**src/rtl/qam_pkg.sv**
```systemverilog
// Shared encodings and helpers for the QAM symbol source: modulation modes,
// FSM states, PRBS-23 polynomial constants and the Gray-to-level mapping.
package qam_pkg;

    localparam int LFSR_LEN = 23;
    localparam int LFSR_TAP = 17;

    typedef enum logic [1:0] {
        MODE_QPSK  = 2'd0,
        MODE_16QAM = 2'd1,
        MODE_64QAM = 2'd2,
        MODE_RSVD  = 2'd3
    } mode_e;

    typedef enum logic {
        ST_IDLE   = 1'b0,
        ST_ACTIVE = 1'b1
    } state_e;

    // Reserved mode falls back to QPSK.
    function automatic logic [2:0] bits_per_sym(input logic [1:0] mode);
        case (mode_e'(mode))
            MODE_16QAM: return 3'd4;
            MODE_64QAM: return 3'd6;
            default:    return 3'd2;
        endcase
    endfunction

    // Gray-decode an m-bit axis word (upper bits zero) to level 2b - (2^m - 1).
    function automatic logic signed [3:0] gray_to_level(input logic [2:0] gray,
                                                        input logic [1:0] m);
        logic [2:0] bin;
        logic [3:0] twice;
        logic [3:0] span;
        bin   = gray ^ (gray >> 1) ^ (gray >> 2);
        twice = {bin, 1'b0};
        span  = (4'd1 << m) - 4'd1;
        return signed'(twice - span);
    endfunction

endpackage

```
**src/rtl/prbs_par.sv**
```systemverilog
// PRBS-23 Fibonacci LFSR yielding 2/4/6 bits per step (first bit is the MSB).
// bits is combinational from the current state; the register advances only on step.
module prbs_par
    import qam_pkg::*;
#(
    parameter logic [LFSR_LEN-1:0] SEED = 23'h7FFFFF
) (
    input  logic       clk,
    input  logic       rst_n,
    input  logic       step,
    input  logic [2:0] nbits,
    output logic [5:0] bits
);

    localparam logic [LFSR_LEN-1:0] SEED_EFF = (SEED == '0) ? '1 : SEED;

    logic [LFSR_LEN-1:0] lfsr_q;
    logic [LFSR_LEN-1:0] lfsr_d;
    logic [LFSR_LEN-1:0] walk;
    logic [LFSR_LEN-1:0] s2;
    logic [LFSR_LEN-1:0] s4;
    logic [LFSR_LEN-1:0] s6;
    logic [5:0]          fb;

    always_comb begin
        walk = lfsr_q;
        fb   = '0;
        s2   = lfsr_q;
        s4   = lfsr_q;
        s6   = lfsr_q;
        for (int i = 0; i < 6; i++) begin
            fb[5-i] = walk[LFSR_LEN-1] ^ walk[LFSR_TAP];
            walk    = {walk[LFSR_LEN-2:0], fb[5-i]};
            if (i == 1) s2 = walk;
            if (i == 3) s4 = walk;
            if (i == 5) s6 = walk;
        end
    end

    always_comb begin
        bits   = {4'b0000, fb[5:4]};
        lfsr_d = s2;
        case (nbits)
            3'd4: begin
                bits   = {2'b00, fb[5:2]};
                lfsr_d = s4;
            end
            3'd6: begin
                bits   = fb;
                lfsr_d = s6;
            end
            default: ;
        endcase
    end

    always_ff @(posedge clk) begin
        if (!rst_n) begin
            lfsr_q <= SEED_EFF;
        end else if (step) begin
            lfsr_q <= lfsr_d;
        end
    end

endmodule

```
**src/rtl/qam_symbol_source.sv**
```systemverilog
// PRBS -> QPSK/16/64-QAM Gray mapper -> xUPS upsampler (zero-stuffed or held), registered
// ready/valid output; 1-cycle latency from en, outputs hold while out_ready is low.
module qam_symbol_source
    import qam_pkg::*;
#(
    parameter int                  SYM_W = 4,
    parameter int                  UPS   = 4,
    parameter logic [LFSR_LEN-1:0] SEED  = 23'h7FFFFF
) (
    input  logic                    clk,
    input  logic                    rst_n,
    input  logic                    en,
    input  logic [1:0]              mode,
    input  logic                    zero_stuff,
    input  logic                    out_ready,
    output logic                    out_valid,
    output logic signed [SYM_W-1:0] i_out,
    output logic signed [SYM_W-1:0] q_out,
    output logic                    sym_start,
    output logic [5:0]              bits_out
);

    localparam int              PH_W    = (UPS > 1) ? $clog2(UPS) : 1;
    localparam logic [PH_W-1:0] PH_LAST = PH_W'(UPS - 1);

    state_e                  state_q, state_d;
    logic [PH_W-1:0]         phase_q, phase_d;
    logic signed [SYM_W-1:0] sym_i_q, sym_i_d;
    logic signed [SYM_W-1:0] sym_q_q, sym_q_d;
    logic signed [SYM_W-1:0] i_out_q, i_out_d;
    logic signed [SYM_W-1:0] q_out_q, q_out_d;
    logic                    out_valid_q, out_valid_d;
    logic                    sym_start_q, sym_start_d;
    logic [5:0]              bits_q, bits_d;

    logic                    accept;
    logic                    last_phase;
    logic                    load;
    logic [2:0]              nbits;
    logic [5:0]              word;
    logic [1:0]              m_bits;
    logic [2:0]              gray_i;
    logic [2:0]              gray_q;
    logic signed [3:0]       lvl_i;
    logic signed [3:0]       lvl_q;
    logic signed [SYM_W-1:0] new_i;
    logic signed [SYM_W-1:0] new_q;

    prbs_par #(
        .SEED (SEED)
    ) u_prbs (
        .clk   (clk),
        .rst_n (rst_n),
        .step  (load),
        .nbits (nbits),
        .bits  (word)
    );

    // I takes the upper half of the word, Q the lower half.
    always_comb begin
        nbits  = bits_per_sym(mode);
        m_bits = nbits[2:1];
        gray_i = {2'b00, word[1]};
        gray_q = {2'b00, word[0]};
        case (nbits)
            3'd4: begin
                gray_i = {1'b0, word[3:2]};
                gray_q = {1'b0, word[1:0]};
            end
            3'd6: begin
                gray_i = word[5:3];
                gray_q = word[2:0];
            end
            default: ;
        endcase
        lvl_i = gray_to_level(gray_i, m_bits);
        lvl_q = gray_to_level(gray_q, m_bits);
        new_i = SYM_W'(lvl_i);
        new_q = SYM_W'(lvl_q);
    end

    assign accept     = out_valid_q && out_ready;
    assign last_phase = (phase_q == PH_LAST);
    assign load       = en && ((state_q == ST_IDLE) || (accept && last_phase));

    always_comb begin
        state_d     = state_q;
        phase_d     = phase_q;
        sym_i_d     = sym_i_q;
        sym_q_d     = sym_q_q;
        i_out_d     = i_out_q;
        q_out_d     = q_out_q;
        out_valid_d = out_valid_q;
        sym_start_d = sym_start_q;
        bits_d      = bits_q;
        case (state_q)
            ST_IDLE: begin
                if (en) state_d = ST_ACTIVE;
            end
            ST_ACTIVE: begin
                if (accept) begin
                    if (!last_phase) begin
                        phase_d     = phase_q + PH_W'(1);
                        sym_start_d = 1'b0;
                        i_out_d     = zero_stuff ? '0 : sym_i_q;
                        q_out_d     = zero_stuff ? '0 : sym_q_q;
                    end else if (!en) begin
                        state_d     = ST_IDLE;
                        out_valid_d = 1'b0;
                        sym_start_d = 1'b0;
                        i_out_d     = '0;
                        q_out_d     = '0;
                    end
                end
            end
            default: state_d = ST_IDLE;
        endcase
        // A load overrides the above: new symbol at phase 0 with no bubble.
        if (load) begin
            phase_d     = '0;
            sym_i_d     = new_i;
            sym_q_d     = new_q;
            i_out_d     = new_i;
            q_out_d     = new_q;
            out_valid_d = 1'b1;
            sym_start_d = 1'b1;
            bits_d      = word;
        end
    end

    always_ff @(posedge clk) begin
        if (!rst_n) begin
            state_q     <= ST_IDLE;
            phase_q     <= '0;
            sym_i_q     <= '0;
            sym_q_q     <= '0;
            i_out_q     <= '0;
            q_out_q     <= '0;
            out_valid_q <= 1'b0;
            sym_start_q <= 1'b0;
            bits_q      <= '0;
        end else begin
            state_q     <= state_d;
            phase_q     <= phase_d;
            sym_i_q     <= sym_i_d;
            sym_q_q     <= sym_q_d;
            i_out_q     <= i_out_d;
            q_out_q     <= q_out_d;
            out_valid_q <= out_valid_d;
            sym_start_q <= sym_start_d;
            bits_q      <= bits_d;
        end
    end

    assign out_valid = out_valid_q;
    assign i_out     = i_out_q;
    assign q_out     = q_out_q;
    assign sym_start = sym_start_q;
    assign bits_out  = bits_q;

endmodule

```
**config.mk**
```make
export PLATFORM = sky130hd
export DESIGN_NAME = qam_symbol_source
export DESIGN_NICKNAME = d
export VERILOG_FILES = /design/src/rtl/qam_pkg.sv /design/src/rtl/prbs_par.sv /design/src/rtl/qam_symbol_source.sv
export SDC_FILE = /design/constraint.sdc
export NUM_CORES = 1
export LEC_CHECK = 0
export BUFFER_PORTS_ARGS = -buffer_cell sky130_fd_sc_hd__buf_4
export CAP_MARGIN = 10
export CORE_UTILIZATION = 45
export CTS_BUF_LIST = sky130_fd_sc_hd__clkbuf_4
export CTS_CLUSTER_SIZE = 10
export DETAILED_ROUTE_END_ITERATION = 8
export PLACE_DENSITY = 0.71
export RECOVER_POWER = 50
export SLEW_MARGIN = 20
export SYNTH_ARGS = -nofsm -noshare
export SYNTH_HDL_FRONTEND = slang
export SYNTH_SLANG_ARGS = --single-unit
export TNS_END_PERCENT = 20
```
**constraint.sdc**
```tcl
create_clock -name clk -period 2.8 [get_ports clk]
set_input_delay 0.14 -clock clk [delete_from_list [all_inputs] [get_ports clk]]
set_output_delay 0.14 -clock clk [all_outputs]
set_load 0.005 [all_outputs]
```
Word level (Yosys, flattened, before mapping)
Cells that the tools add are included.
Widths: inputs -> output; s select.
- word-level logic and storage cells: 75
- bits in registers: 50
- output and inout port bits: 16
- bits of input ports: 7
- shift operators: 1
- bitwise gates (word level): 13
- reductions and logical operators: 11
- $add $sub $neg: 4
- eq/ne operators: 7
- muxes and demuxes: 29
- operator list (kind ; count):
    $pmux 23 s2 ; 1
    $mux 4 ; 11
    $pmux 3 s2 ; 3
    $mux 1 ; 12
    $pmux 6 s2 ; 1
    $sub 4x4->4 ; 2
    $eq 3x3->1 const B ; 2
    $reduce_and 3->1 ; 2
    $reduce_bool 2->1 ; 3
    $xor 1x1->1 ; 6
    $xor 3x1->3 ; 2
    $xor 3x2->3 ; 2
    $eq 2x2->1 const B ; 2
    $reduce_and 4->1 ; 1
    $shl 1x2->4 const A ; 1
    $sub 4x1->4 const B ; 1
    $logic_and 1x1->1 ; 3
    $ne 3x2->1 const B ; 1
    $not 1->1 ; 3
    $add 2x1->2 const B ; 1
    $eq 2x1->1 const B ; 1
    $ne 2x1->1 const B ; 1
    $pmux 1 s2 ; 1
    $reduce_or 2->1 ; 1
    $logic_or 1x1->1 ; 1

Depth between registers and ports, before layout
- word-level depth: 9
- mapped depth: 14
- gate-level depth less buffers: 13

Hierarchy
Synthesis repeated with hierarchy kept, for this count alone.
- cell total of the unflattened synthesis: 326
- area total of the unflattened synthesis: 2728.9 um^2
- modules (own cells, without submodules) (module ; area an instance (um^2) ; seq. area each (um^2) ; cells an instance ; times used):
    qam_symbol_source ; 1366.3 ; 500.5 ; 160 ; 1
    prbs_par ; 1362.6 ; 460.4 ; 166 ; 1

Least setup slack after synthesis
No wires, ideal clock.
- path kind: input -> register
- start point: in mode[0]
- end point: reg i_out_q[3] (netlist: i_out[3])
- path buffers: 2
- arrival time: 2.266 ns
- library setup time: 0.124 ns
- setup slack: 0.411 ns
- data required time: 2.676 ns
- stages on the path: 14
- cells stage by stage: inv_1 > ha_1 > buf_6 > clkbuf_1 > a21oi_1 > o22ai_1 > nor2_1 > xnor2_1 > ha_1 > a31o_2 > a21oi_1 > nor2_1 > mux2i_1 > a21oi_1
- longest elaborated chain between the ends: 9
- elaborated cells between the ends (all ways): 13
- those cells by class: 2 x add/sub; 4 x eq/ne; 1 x shift; 4 x mux; 2 x bitwise
- RTL lines (element ; RTL line ; RTL):
    start, declared ; qam_symbol_source.sv:13 ; input logic [1:0] mode,
    $eq 2x2->1 or $eq 2x1->1 (tied branches) ; qam_pkg.sv:22 ; case (mode_e'(mode))
    $pmux 3 s2 (*) ; qam_pkg.sv:22 ;
    $eq 3x3->1 ; prbs_par.sv:43, qam_symbol_source.sv:65 ;
    $pmux 6 s2 ; prbs_par.sv:43 ; case (nbits)
    $pmux 3 s2 ; qam_symbol_source.sv:65 ; case (nbits)
    $xor 3x2->3 ; qam_pkg.sv:35 ; bin = gray ^ (gray >> 1) ^ (gray >> 2);
    $xor 3x1->3 ; qam_pkg.sv:35 ;
    $sub 4x4->4 (*) ; qam_pkg.sv:38 ; return signed'(twice - span);
    $mux 4 (*) ; qam_symbol_source.sv:119 ; if (load) begin
    end signal, assigned ; qam_symbol_source.sv:147 ; i_out_q <= i_out_d;
    end, declared ; qam_symbol_source.sv:30 ; logic signed [SYM_W-1:0] i_out_q, i_out_d;
Mark *: on every way between the ends. The rest lies on a longest branch, timed or not.
A chain may end at the register's enable or synchronous reset.

Final worst setup path
- start point: reg u_prbs.lfsr_q[21]
- end point: reg q_out_q[3] (netlist: q_out[3])
- longest elaborated chain between the ends: 7
- RTL lines (element ; RTL line ; RTL):
    start, declared ; prbs_par.sv:17 ; logic [LFSR_LEN-1:0] lfsr_q;
    start signal, assigned ; prbs_par.sv:60 ; lfsr_q <= lfsr_d;
    $xor 1x1->1 (*) ; prbs_par.sv:32 ; fb[5-i] = walk[LFSR_LEN-1] ^ walk[LFSR_TAP];
    $pmux 6 s2 (*) ; prbs_par.sv:43 ;
    $pmux 3 s2 (*) ; qam_symbol_source.sv:65 ;
    $xor 3x2->3 ; qam_pkg.sv:35 ;
    $xor 3x1->3 (*) ; qam_pkg.sv:35 ;
    $sub 4x4->4 (*) ; qam_pkg.sv:38 ;
    $mux 4 (*) ; qam_symbol_source.sv:119 ;
    end signal, assigned ; qam_symbol_source.sv:148 ; q_out_q <= q_out_d;
    end, declared ; qam_symbol_source.sv:31 ; logic signed [SYM_W-1:0] q_out_q, q_out_d;
Marks and branches as above.

==> impl_results.md <==
- Max Clk Rate: slightly below 400 MHz
- Clock Latency Late Sink: 0.36 ns
- EDFF count, synth: 0
- Final min period: approximately 2.6 ns
- Initial antenna violation count: 0
- GR Util met3: 0.0360
- TritonCTS clock tree: done
- Wire length per cell: 13.8 um
- CP max stage delay: about 0.50 ns
- Synth top area share: 0.364
- Startpoint types: flop
- Finish-stage setup viols: 0
- Synthesized Nets: 343
- Worst slew pin tran: 1.05 ns
- Mapped Area: 2640 um^2
- TritonCTS buffer count: 5
- Async set-reset flop share out of synthesis: 0
- Port-buffer cells: 22
- RSZ-0062 raised after global routing: no
- Most numerous cell in the Yosys netlist: nor2_1
- Vias per inst: roughly 5.7
- Max cap viols: 0
- Sequential share of the synthesized area: 0.364
- Final hold viol count: 0
- Placed inst area: ~2800 um^2
- Flop pwr share: 0.488
- Cell area after layout: 2930 um^2
- Post-synth top cells: nor2_1, dfxtp_1, a21oi_1, nand2_1, o21ai_0
- Die area: approximately 6000 um^2
- Final period utilization: 0.924
- Final net count: 355
- Die Span X: between 70 and 80 um
- Psw: 510 uW
- Worst Path Required: 3.04 ns
- CP Cell Sequence: xor2_4, a22oi_1, nand2_1, a31oi_4, xor2_1, ha_1, nand2_1, o21ai_0, xor2_1, xnor2_1, o22ai_1
- Drt drc: 0
- Arrival time at the worst endpoint: between 2 and 3 ns
- Core region area: 5570 um^2
- Status: completed
- Number of H-tree levels: 2
- Layout cells sized above 1: 0.147
- Register-to-register setup slack: 0.21 ns
- Clock share of power: 0.259
- Top cell type by total area after synthesis: dfxtp_1
- Pwr dens: 556 nW/um^2
- Ant. Diodes: 0
- Yosys reg bits: 48
- CP Class: reg2reg
- Max Root-Sink Buffers: 2
- Peak VDD IR: 0.249 mV
- Comb power frac: 0.252
- # rows: 27
- Root Buffer: clkbuf_4
- Slew Limit Fails: 0
- Leak: 0.00114 uW
- # clock sinks: 48
- Initial DRC count: 179
- Worst hold-check path type: in2reg
- Sw Ratio: 0.314
- Starting Density: 0.473
- Pint: 1120 uW
- Warnings from Yosys: 0
- First-pass detailed-route iteration total: 6
- Ports: 23
- Synth Flop Type: dfxtp_1
- Routed Wire Length: 5710 um
- Crit Path Max Fanout: 7
- Post-route ant nets: 0
- CP endpoint kind: flop
- Slowest cell on crit path: dfxtp_1
- Clock skew: 0.00297 ns
- Pin count of the biggest net entering global routing: 31
- Post-Syn Instances: about 330
- Rel. slew slack: 0.298
- GR peak layer: met2
- Via Count: 2361
- Area grow syn2layout: 11.0%
- CTS clk-pin slew, worst paths: 0.14 ns
- Final GP Congestion: roughly 0.87
- Die H: 78.6 um
- Post-Syn Area per Cell: about 8 um^2
- Vias in the first global route: 2075
- Post-DP HPWL: 3850 um
- GR Util met2: 0.305
- Synth unique cells: 42
- Total global routing track utilization: 0.194
- Global-route wire length before repair: approximately 9600 um
- Remaining global-route overflow: 0
- Total Neg Setup Slack: 0 ns
- Top post-synthesis cells by area: dfxtp_1, nor2_1, a21oi_1
- Met1 usage: 0.269
## cells in the final DEF, fill, tap and decap left out, types with 2 or more instances in the layout
cell / instances
a211oi_1: 17
a21oi_1: 35
a22oi_1: 20
buf_4: 13
clkbuf_4: 22
dfxtp_1: 47
ha_1: 7
inv_1: 3
mux2i_1: 3
nand2_1: 34
nand2b_1: 3
nand3_1: 5
nor2_1: 51
nor2b_1: 2
nor3_1: 5
o211ai_1: 8
o21ai_0: 21
o22ai_1: 2
xnor2_1: 7
xor2_1: 7
xor2_2: 2
## per-stage QoR
stage	hold WS [ns]	util	total power, uW	worst slack (ns)	cells
after floorplan	0.257	-	1110	0.411	328
after global placement	0.377	0.505	1200	0.195	404
after detailed placement	0.394	0.505	1210	0.120	404
after CTS	0.00202	0.520	1630	0.0824	412
after global routing	0.0917	0.525	1720	0.0114	413
final	0.111	0.525	1630	0.213	413
## critical path: cells and delay by family (launching register included)
family	cells	cell delay, ns
compound gates	4	0.83
xor+xnor	4	0.61
fa+ha+maj	1	0.32
flops	1	0.50
simple gates	2	0.20
## cells by family (layout without fill, tap and decap cells)
kind of cell / count (synthesis) / count (layout) / share of synthesized area
AO/OA/AOI/OAI: 114 / 114 / 0.285
buffers and inverters: 31 / 44 / 0.0616
AND/OR/NAND/NOR: 106 / 106 / 0.174
flip-flops: 48 / 48 / 0.364
XOR/XNOR: 18 / 18 / 0.0654
multiplexers: 3 / 3 / 0.0114
adder cells (fa/ha/maj): 8 / 8 / 0.0379
## cell type report
type | count | area [um^2]
fillers | 523 | 2650
multi-input cells | 249 | 1540
flip-flops and latches | 48 | 962
repair buffers | 32 | 236
well taps | 72 | 90.1
clock buffers | 6 | 45.0
clock inverters | 2 | 35.0
inverters | 4 | 15.0
## state kept, by name, summed over array words and instances, names as in the netlist
register / cells
phase_q: 2
sym_q_q: 3
state_q: 1
out_valid: 1
sym_i_q: 4
u_prbs.lfsr_q: 23
sym_start: 1
i_out: 4
q_out: 3
bits_out: 6
## path summary, 6_finish.rpt
| kind | from | cells after the start | endpoint |
|---|---|---|---|
| worst min-delay path | rst_n | 2 | u_prbs.lfsr_q[1]$_SDFFE_PN1P_ |
| worst max register to register | u_prbs.lfsr_q[21]$_SDFFE_PN1P_ | 11 | q_out[3]$_SDFFE_PN0P_ |
| worst min register to register | bits_out[5]$_SDFFE_PN0P_ | 2 | bits_out[5]$_SDFFE_PN0P_ |
| worst max-delay path | u_prbs.lfsr_q[21]$_SDFFE_PN1P_ | 11 | q_out[3]$_SDFFE_PN0P_ |
## power groups by stage
stage               logic (uW)  registers (uW)  clock network, uW
detailed placement         406             806                  0
global route               463             802                459
finish                     411             795                422
global placement           400             804                  0
floorplan                  320             793                  0
CTS                        408             790                432
## routing by layer
layer	vias up	share of wire	wire, um
met5	-	0	0
met4	0	0.0067	38
met3	4	0.046	265
met2	66	0.45	2570
met1	1105	0.50	2830
li1	1186	-	-
## what timing repair did
item | in CTS | in global routing
endpoints found under the setup margin | 0 | 4
hold buffers | 0 | 1
buffers inserted | 0 | 0
endpoints found under the hold margin | 0 | 1
gates resized for setup | 0 | 4
Note: power is estimated with default switching activity, not from simulation.
